File: src/rtl/systolic_pkg.sv
// Shared definitions for the systolic MAC array edge blocks (feeder and collector).
package systolic_pkg;

  // Default width of one value and number of values per wide word.
  localparam int DATA_W    = 8;
  localparam int NUM_WORDS = 7;

  // Wide assembled word and a single narrow lane.
  typedef logic [DATA_W*NUM_WORDS-1:0] word_t;
  typedef logic [DATA_W-1:0]           lane_t;

endpackage : systolic_pkg

File: src/rtl/data_collector_if.sv
// Narrow-in / wide-out handshake bundle of the data collector.
// The slave modport is the collector's view; the master modport is its environment.
interface data_collector_if #(
  parameter int DATA_W    = systolic_pkg::DATA_W,
  parameter int NUM_WORDS = systolic_pkg::NUM_WORDS
);

  localparam int CNT_W = $clog2(NUM_WORDS);

  logic                        clear;
  logic                        enable;
  logic [DATA_W-1:0]           data_in;
  logic                        in_ready;
  logic [DATA_W*NUM_WORDS-1:0] data_out;
  logic                        out_valid;
  logic                        out_ack;
  logic [CNT_W-1:0]            fill_count;

  modport master (
    output clear,
    output enable,
    output data_in,
    output out_ack,
    input  in_ready,
    input  data_out,
    input  out_valid,
    input  fill_count
  );

  modport slave (
    input  clear,
    input  enable,
    input  data_in,
    input  out_ack,
    output in_ready,
    output data_out,
    output out_valid,
    output fill_count
  );

endinterface : data_collector_if

File: src/rtl/data_collector.sv
// Byte-to-word deserializer: packs NUM_WORDS narrow values into one wide word,
// first value in the most significant lane, with a one-word output buffer so
// assembly of the next word overlaps the consumer taking the current one.
module data_collector #(
  parameter int DATA_W    = systolic_pkg::DATA_W,
  parameter int NUM_WORDS = systolic_pkg::NUM_WORDS
) (
  input  logic             clk,
  input  logic             reset,
  data_collector_if.slave  bus
);

  localparam int WORD_W = DATA_W * NUM_WORDS;
  localparam int CNT_W  = $clog2(NUM_WORDS);
  localparam logic [CNT_W-1:0] LAST_IDX = CNT_W'(NUM_WORDS - 1);

  logic [WORD_W-1:0] asm_r;
  logic [CNT_W-1:0]  fill_r;
  logic [WORD_W-1:0] dout_r;
  logic              valid_r;

  logic [WORD_W-1:0] asm_nxt_s;
  logic [CNT_W-1:0]  fill_nxt_s;
  logic [WORD_W-1:0] dout_nxt_s;
  logic              valid_nxt_s;

  logic              last_s;
  logic              in_ready_s;
  logic              accept_s;
  logic              complete_s;
  logic [WORD_W-1:0] shifted_s;

  // The final lane may only enter while the output buffer is free or being freed.
  assign last_s     = (fill_r == LAST_IDX);
  assign in_ready_s = !(last_s && valid_r && !bus.out_ack);
  assign accept_s   = bus.enable && in_ready_s;
  assign complete_s = accept_s && last_s;
  assign shifted_s  = {asm_r[WORD_W-DATA_W-1:0], bus.data_in};

  // Next-state for assembly register, fill counter and output buffer.
  always_comb begin
    asm_nxt_s   = asm_r;
    fill_nxt_s  = fill_r;
    dout_nxt_s  = dout_r;
    valid_nxt_s = valid_r;
    if (bus.clear) begin
      asm_nxt_s   = {WORD_W{1'b0}};
      fill_nxt_s  = {CNT_W{1'b0}};
      dout_nxt_s  = {WORD_W{1'b0}};
      valid_nxt_s = 1'b0;
    end else begin
      if (complete_s) begin
        asm_nxt_s   = {WORD_W{1'b0}};
        fill_nxt_s  = {CNT_W{1'b0}};
        dout_nxt_s  = shifted_s;
        valid_nxt_s = 1'b1;
      end else if (accept_s) begin
        asm_nxt_s  = shifted_s;
        fill_nxt_s = fill_r + CNT_W'(1);
        if (valid_r && bus.out_ack) begin
          valid_nxt_s = 1'b0;
        end else begin
          valid_nxt_s = valid_r;
        end
      end else begin
        if (valid_r && bus.out_ack) begin
          valid_nxt_s = 1'b0;
        end else begin
          valid_nxt_s = valid_r;
        end
      end
    end
  end

  // State registers; asynchronous reset discards any partial or pending word.
  always_ff @(posedge clk or posedge reset) begin
    if (reset) begin
      asm_r   <= {WORD_W{1'b0}};
      fill_r  <= {CNT_W{1'b0}};
      dout_r  <= {WORD_W{1'b0}};
      valid_r <= 1'b0;
    end else begin
      asm_r   <= asm_nxt_s;
      fill_r  <= fill_nxt_s;
      dout_r  <= dout_nxt_s;
      valid_r <= valid_nxt_s;
    end
  end

  assign bus.in_ready   = in_ready_s;
  assign bus.data_out   = dout_r;
  assign bus.out_valid  = valid_r;
  assign bus.fill_count = fill_r;

endmodule : data_collector

File: src/flat_wrapper.sv
// flat-port wrapper written by rule: the top's interface ports become plain ports
module data_collector_flat 
#(
  parameter int DATA_W    = systolic_pkg::DATA_W,
  parameter int NUM_WORDS = systolic_pkg::NUM_WORDS
)
  (clk, reset, bus_clear, bus_enable, bus_data_in, bus_out_ack, bus_in_ready, bus_data_out, bus_out_valid, bus_fill_count);
  data_collector_if #(.DATA_W(DATA_W), .NUM_WORDS(NUM_WORDS)) bus_i ();
  input  logic clk;
  input  logic reset;
  input wire logic [$bits(bus_i.clear)-1:0] bus_clear;
  input wire logic [$bits(bus_i.enable)-1:0] bus_enable;
  input wire logic [$bits(bus_i.data_in)-1:0] bus_data_in;
  input wire logic [$bits(bus_i.out_ack)-1:0] bus_out_ack;
  output wire logic [$bits(bus_i.in_ready)-1:0] bus_in_ready;
  output wire logic [$bits(bus_i.data_out)-1:0] bus_data_out;
  output wire logic [$bits(bus_i.out_valid)-1:0] bus_out_valid;
  output wire logic [$bits(bus_i.fill_count)-1:0] bus_fill_count;
  assign bus_i.clear = bus_clear;
  assign bus_i.enable = bus_enable;
  assign bus_i.data_in = bus_data_in;
  assign bus_i.out_ack = bus_out_ack;
  assign bus_in_ready = bus_i.in_ready;
  assign bus_data_out = bus_i.data_out;
  assign bus_out_valid = bus_i.out_valid;
  assign bus_fill_count = bus_i.fill_count;
  data_collector #(.DATA_W(DATA_W), .NUM_WORDS(NUM_WORDS)) u_core (.clk(clk), .reset(reset), .bus(bus_i));
endmodule
File: config.mk
export PLATFORM = sky130hd
export DESIGN_NAME = data_collector_flat
export DESIGN_NICKNAME = d
export VERILOG_FILES = /design/src/rtl/systolic_pkg.sv /design/src/rtl/data_collector_if.sv /design/src/rtl/data_collector.sv /design/src/flat_wrapper.sv
export SDC_FILE = /design/constraint.sdc
export NUM_CORES = 1
export LEC_CHECK = 0
export CAP_MARGIN = 30
export CORE_MARGIN = 2
export CORE_UTILIZATION = 56
export DETAILED_ROUTE_END_ITERATION = 10
export PLACE_DENSITY = 0.83
export SLEW_MARGIN = 25
export SYNTH_ARGS = -nofsm -noshare
export SYNTH_HDL_FRONTEND = slang
export SYNTH_SLANG_ARGS = --single-unit
export TNS_END_PERCENT = 30
File: constraint.sdc
create_clock -name clk -period 8 [get_ports clk]
set_clock_uncertainty 0.2 [all_clocks]
set_input_delay 1.6 -clock clk [delete_from_list [all_inputs] [get_ports clk]]
set_output_delay 1.6 -clock clk [all_outputs]
set_load 0.03 [all_outputs]
[After elaboration in Yosys (flattened, before gate mapping)]
Cells that the tools add are included.
Word-level totals
  register bits after elaboration: 108
  input bits: 13
  output and inout bits: 61
  logic and storage cells: 27
Cells by class
  add/sub/neg operators: 1
  equal/unequal tests: 1
  multiplexer cells: 11
  reductions and logical operators: 10
Operator list (number)
  $mux W48: 3
  $mux W56: 2
  $mux W3: 3
  $reduce_bool A3 Y1: 2
  $logic_and A1 B1 Y1: 5
  $add A3 B1 Y3 const B: 1
  $eq A3 B3 Y1 const B: 1
  $mux W1: 3
  $logic_not A1 Y1: 2
  $reduce_bool A2 Y1: 1

[Longest topological paths before layout]
  word-level depth: 8
  depth in mapped cells: 8
  depth with buffers taken out: 5

[Worst setup path after synthesis]
No wires, ideal clock.
  path kind: input to output
  start point: input port bus_out_ack
  end point: output port bus_in_ready
  data arrival time: 2047 ps
  data required time: 6200 ps
  path slack: 4153 ps
  stages: 1
  cells stage by stage: nand4b_1
On the way
  word-level cells in the longest chain between the ends: 3
Ends and longest elaborated chain
  from (decl): line flat_wrapper.sv:14  | input wire logic [$bits(bus_i.out_ack)-1:0] bus_out_ack;
  $logic_not A1 Y1: line data_collector.sv:35  | assign in_ready_s = !(last_s && valid_r && !bus.out_ack);
  $logic_and A1 B1 Y1: line data_collector.sv:35
  $logic_not A1 Y1: line data_collector.sv:35
  to (decl): line flat_wrapper.sv:15  | output wire logic [$bits(bus_i.in_ready)-1:0] bus_in_ready;
Every way passes these cells.

[Final worst setup path]
Ends and elaborated chain as after synthesis.

==> run metrics <==
internal power=approximately 710 µW; # fillers=between 500 and 600; Hold Fails Final Rpt=0; fin nets=approximately 370; vias per inst=between 6 and 7; worst-skew pair later-pin latency=between 300 and 400 ps; Compound-Gate Fraction of Synth Area=0.228; pwr dens=between 150 and 200 mW/mm²; family with the most delay on the worst path=buffers and inverters; antenna cells=0; Yosys reg bits=between 100 and 150; Mapped Nets=approximately 310; first-pass GRT wire length=about 14 mm; full die area=0.00801 mm²; Worst-path clk slew=90 ps; Clock Path Buffers=2; RD Place Congestion=slightly below 0.8; Avg Inst Size Synth=between 10 and 15 µm²; GRT Total Usage=0.227; Die H=roughly 90 µm; status=finished, final reports clean; commonest cells after routing, fill and taps aside=108 x dfrtp_1, 89 x a22o_1, 73 x clkdlybuf4s50_1, 9 x clkbuf_8; core area=0.00718 mm²; Setup TNS Final=0 ps; Initial DRC Count=between 150 and 200; CP bufs+invs=2; post-CTS setup buffer count=0; critical path type=input pin to primary output; Yosys top cell area share=0.660; combinational power share=0.052; worst hold path type=flop to flop; final WL=around 8.5 mm; HPWL Detailed=~5.3 mm; Seq/Total Area, Yosys=0.660; Rows=31; commonest non-fill, non-tap cell in the layout=dfrtp_1; CP most frequent cell=clkdlybuf4s50_1; first-pass iteration count of the detailed router=4; Syn Inst Count=roughly 290; Final Max Tran Viols=0; Max-cap violations=0; share of total power in the clock network=0.353; Synth Area in Adders=0.00611; setup violators final=0; Final Instance Area=around 0.0051 mm²; Peak VDD IR=0.000126 V; Avg WL per Cell=approximately 18 µm; post-route ant nets=0; slew at the pin closest to its max-slew limit=941 ps; switch share=0.236; share of post-route cells with drive strength above 1=0.0752; main combinational cell family by area after synthesis=compound AO/OA/AOI/OAI gates; CP max FO=5; RSZ-0062 raised after global routing=no; Die X=around 90 µm; P_sw=~220 µW; endpoint type of the worst setup path=primary output; antenna violations before repair=0; simple-gate share of the synthesized area=0.0590; CTS resizes=0; Finished Layout Cells=between 400 and 500; CP cell instances=clkdlybuf4s50_1, nand4b_1, clkdlybuf4s50_1; total global routing overflow=0; largest net degree at the start of global routing=a little over 70; nature of the critical path startpoint=input pin; final worst-path cycle share=0.602; total number of vias=approximately 2800; Synth area leaders=dfrtp_1 66%, a22o_1 19%, a31o_1 1.7%; leakage=0.00230 µW; placed cell area=0.00485 mm²; Synth Area in XOR/XNOR=0; Cell Area, Synth=roughly 0.004 mm²; Worst EP required=approximately 6200 ps; PortBufs=between 70 and 80; Synth area leader=dfrtp_1; critical path's slowest cell=clkdlybuf4s50_1; Area Overhead vs Synth=23.8%; Num CTS Buffers=9; top-level I/O count=74; worst path arrival time=3020 ps; cts hold-fix bufs=0; hold_ws=310 ps; initial core utilization=0.571; clock root cell=clkbuf_8; H-tree levels=3; CTS sink cnt=approximately 110; Post-Route Utilization=0.706; post-synthesis mux area share=0; CTS tree=built; relative slew slack=0.368; min Tclk post-route=around 4800 ps; Synth Warn #=0; Max Fclk=0.208 GHz; placed insts=441; drt drc=0; Worst path max stage delay=roughly 700 ps; post-synth cell types=31; sequential group share of total power=0.594; number of global-route vias before repair=about 2600
[registers in the layout (all words and copies together) (netlist names)]
register / flops
u_core.bus.fill_count: 3
u_core.bus.data_out: 56
u_core.bus.out_valid: 1
u_core.asm_r: 48
[cells by family after synthesis]
| logic type | count (synthesis) |
|---|---|
| compound gates | 112 |
| flops | 108 |
| simple gates | 37 |
| buf+inv | 35 |
| fa+ha+maj | 2 |
[synthesized netlist by cell type, drive strengths merged]
cell type and instances:
dfrtp 108, a22o 89, buf 17, clkbuf 13
nor4 9, a31o 8, nand2b 8, nand4 8
o21ai 8, inv 5, a21oi 3, nand2 3
ha 2, a21o 1, a31oi 1, and2 1
and2b 1, and3 1, and4b 1, nand3 1
nand4b 1, nor2 1, nor3 1, o31a 1
o31ai 1, or3 1
[stage by stage]
step / power (µW) / setup WS (ps)
floorplan: 598 / 3350
global placement: 612 / 3210
detailed placement: 615 / 3170
CTS: 943 / 3180
global route: 969 / 3130
finish: 936 / 3180
[cell type report]
| cell class | instances | area [µm²] | share of cell area |
|---|---|---|---|
| tap | 99 | 124 | 0.0244 |
| clock inverter | 7 | 75.1 | 0.0148 |
| sequential | 108 | 2700 | 0.533 |
| timing repair buffer | 79 | 808 | 0.159 |
| multi-input combinational | 151 | 1210 | 0.239 |
| clock buffer | 9 | 124 | 0.0244 |
| inverter | 5 | 21.3 | 0.00420 |
[power by group through the flow]
| stage | Sequential [µW] | Clock [µW] | Combinational, µW |
|---|---|---|---|
| after floorplan | 567 | 0 | 30.9 |
| after global placement | 566 | 0 | 45.8 |
| after detailed placement | 567 | 0 | 48.5 |
| after CTS | 556 | 338 | 48.6 |
| after global routing | 557 | 357 | 54.7 |
| final | 556 | 331 | 49.0 |
[final timing paths]
kind / start / to / slack (ps) / cells after the start
worst max-delay path: bus_out_ack / bus_in_ready / 3180 / 3
worst min-delay path: u_core.bus.data_out[43] / u_core.bus.data_out[43] / 310 / 1
worst max register to register: u_core.bus.fill_count[0] / u_core.bus.data_out[22] / 4970 / 6
worst min register to register: u_core.bus.data_out[43] / u_core.bus.data_out[43] / 310 / 1
max in group asynchronous: reset / u_core.bus.data_out[26] / 5000 / 3
min in group asynchronous: reset / u_core.asm_r[6] / 1410 / 2
[metal layers]
metal,part of all wire,track usage,vias to the layer above
met4,0.015,0.0733,0
met2,0.46,0.330,97
li1,-,-,1248
met5,0,0,-
met1,0.47,0.347,1427
met3,0.051,0.0443,12
No activity file was read; power rests on OpenSTA's default activity.
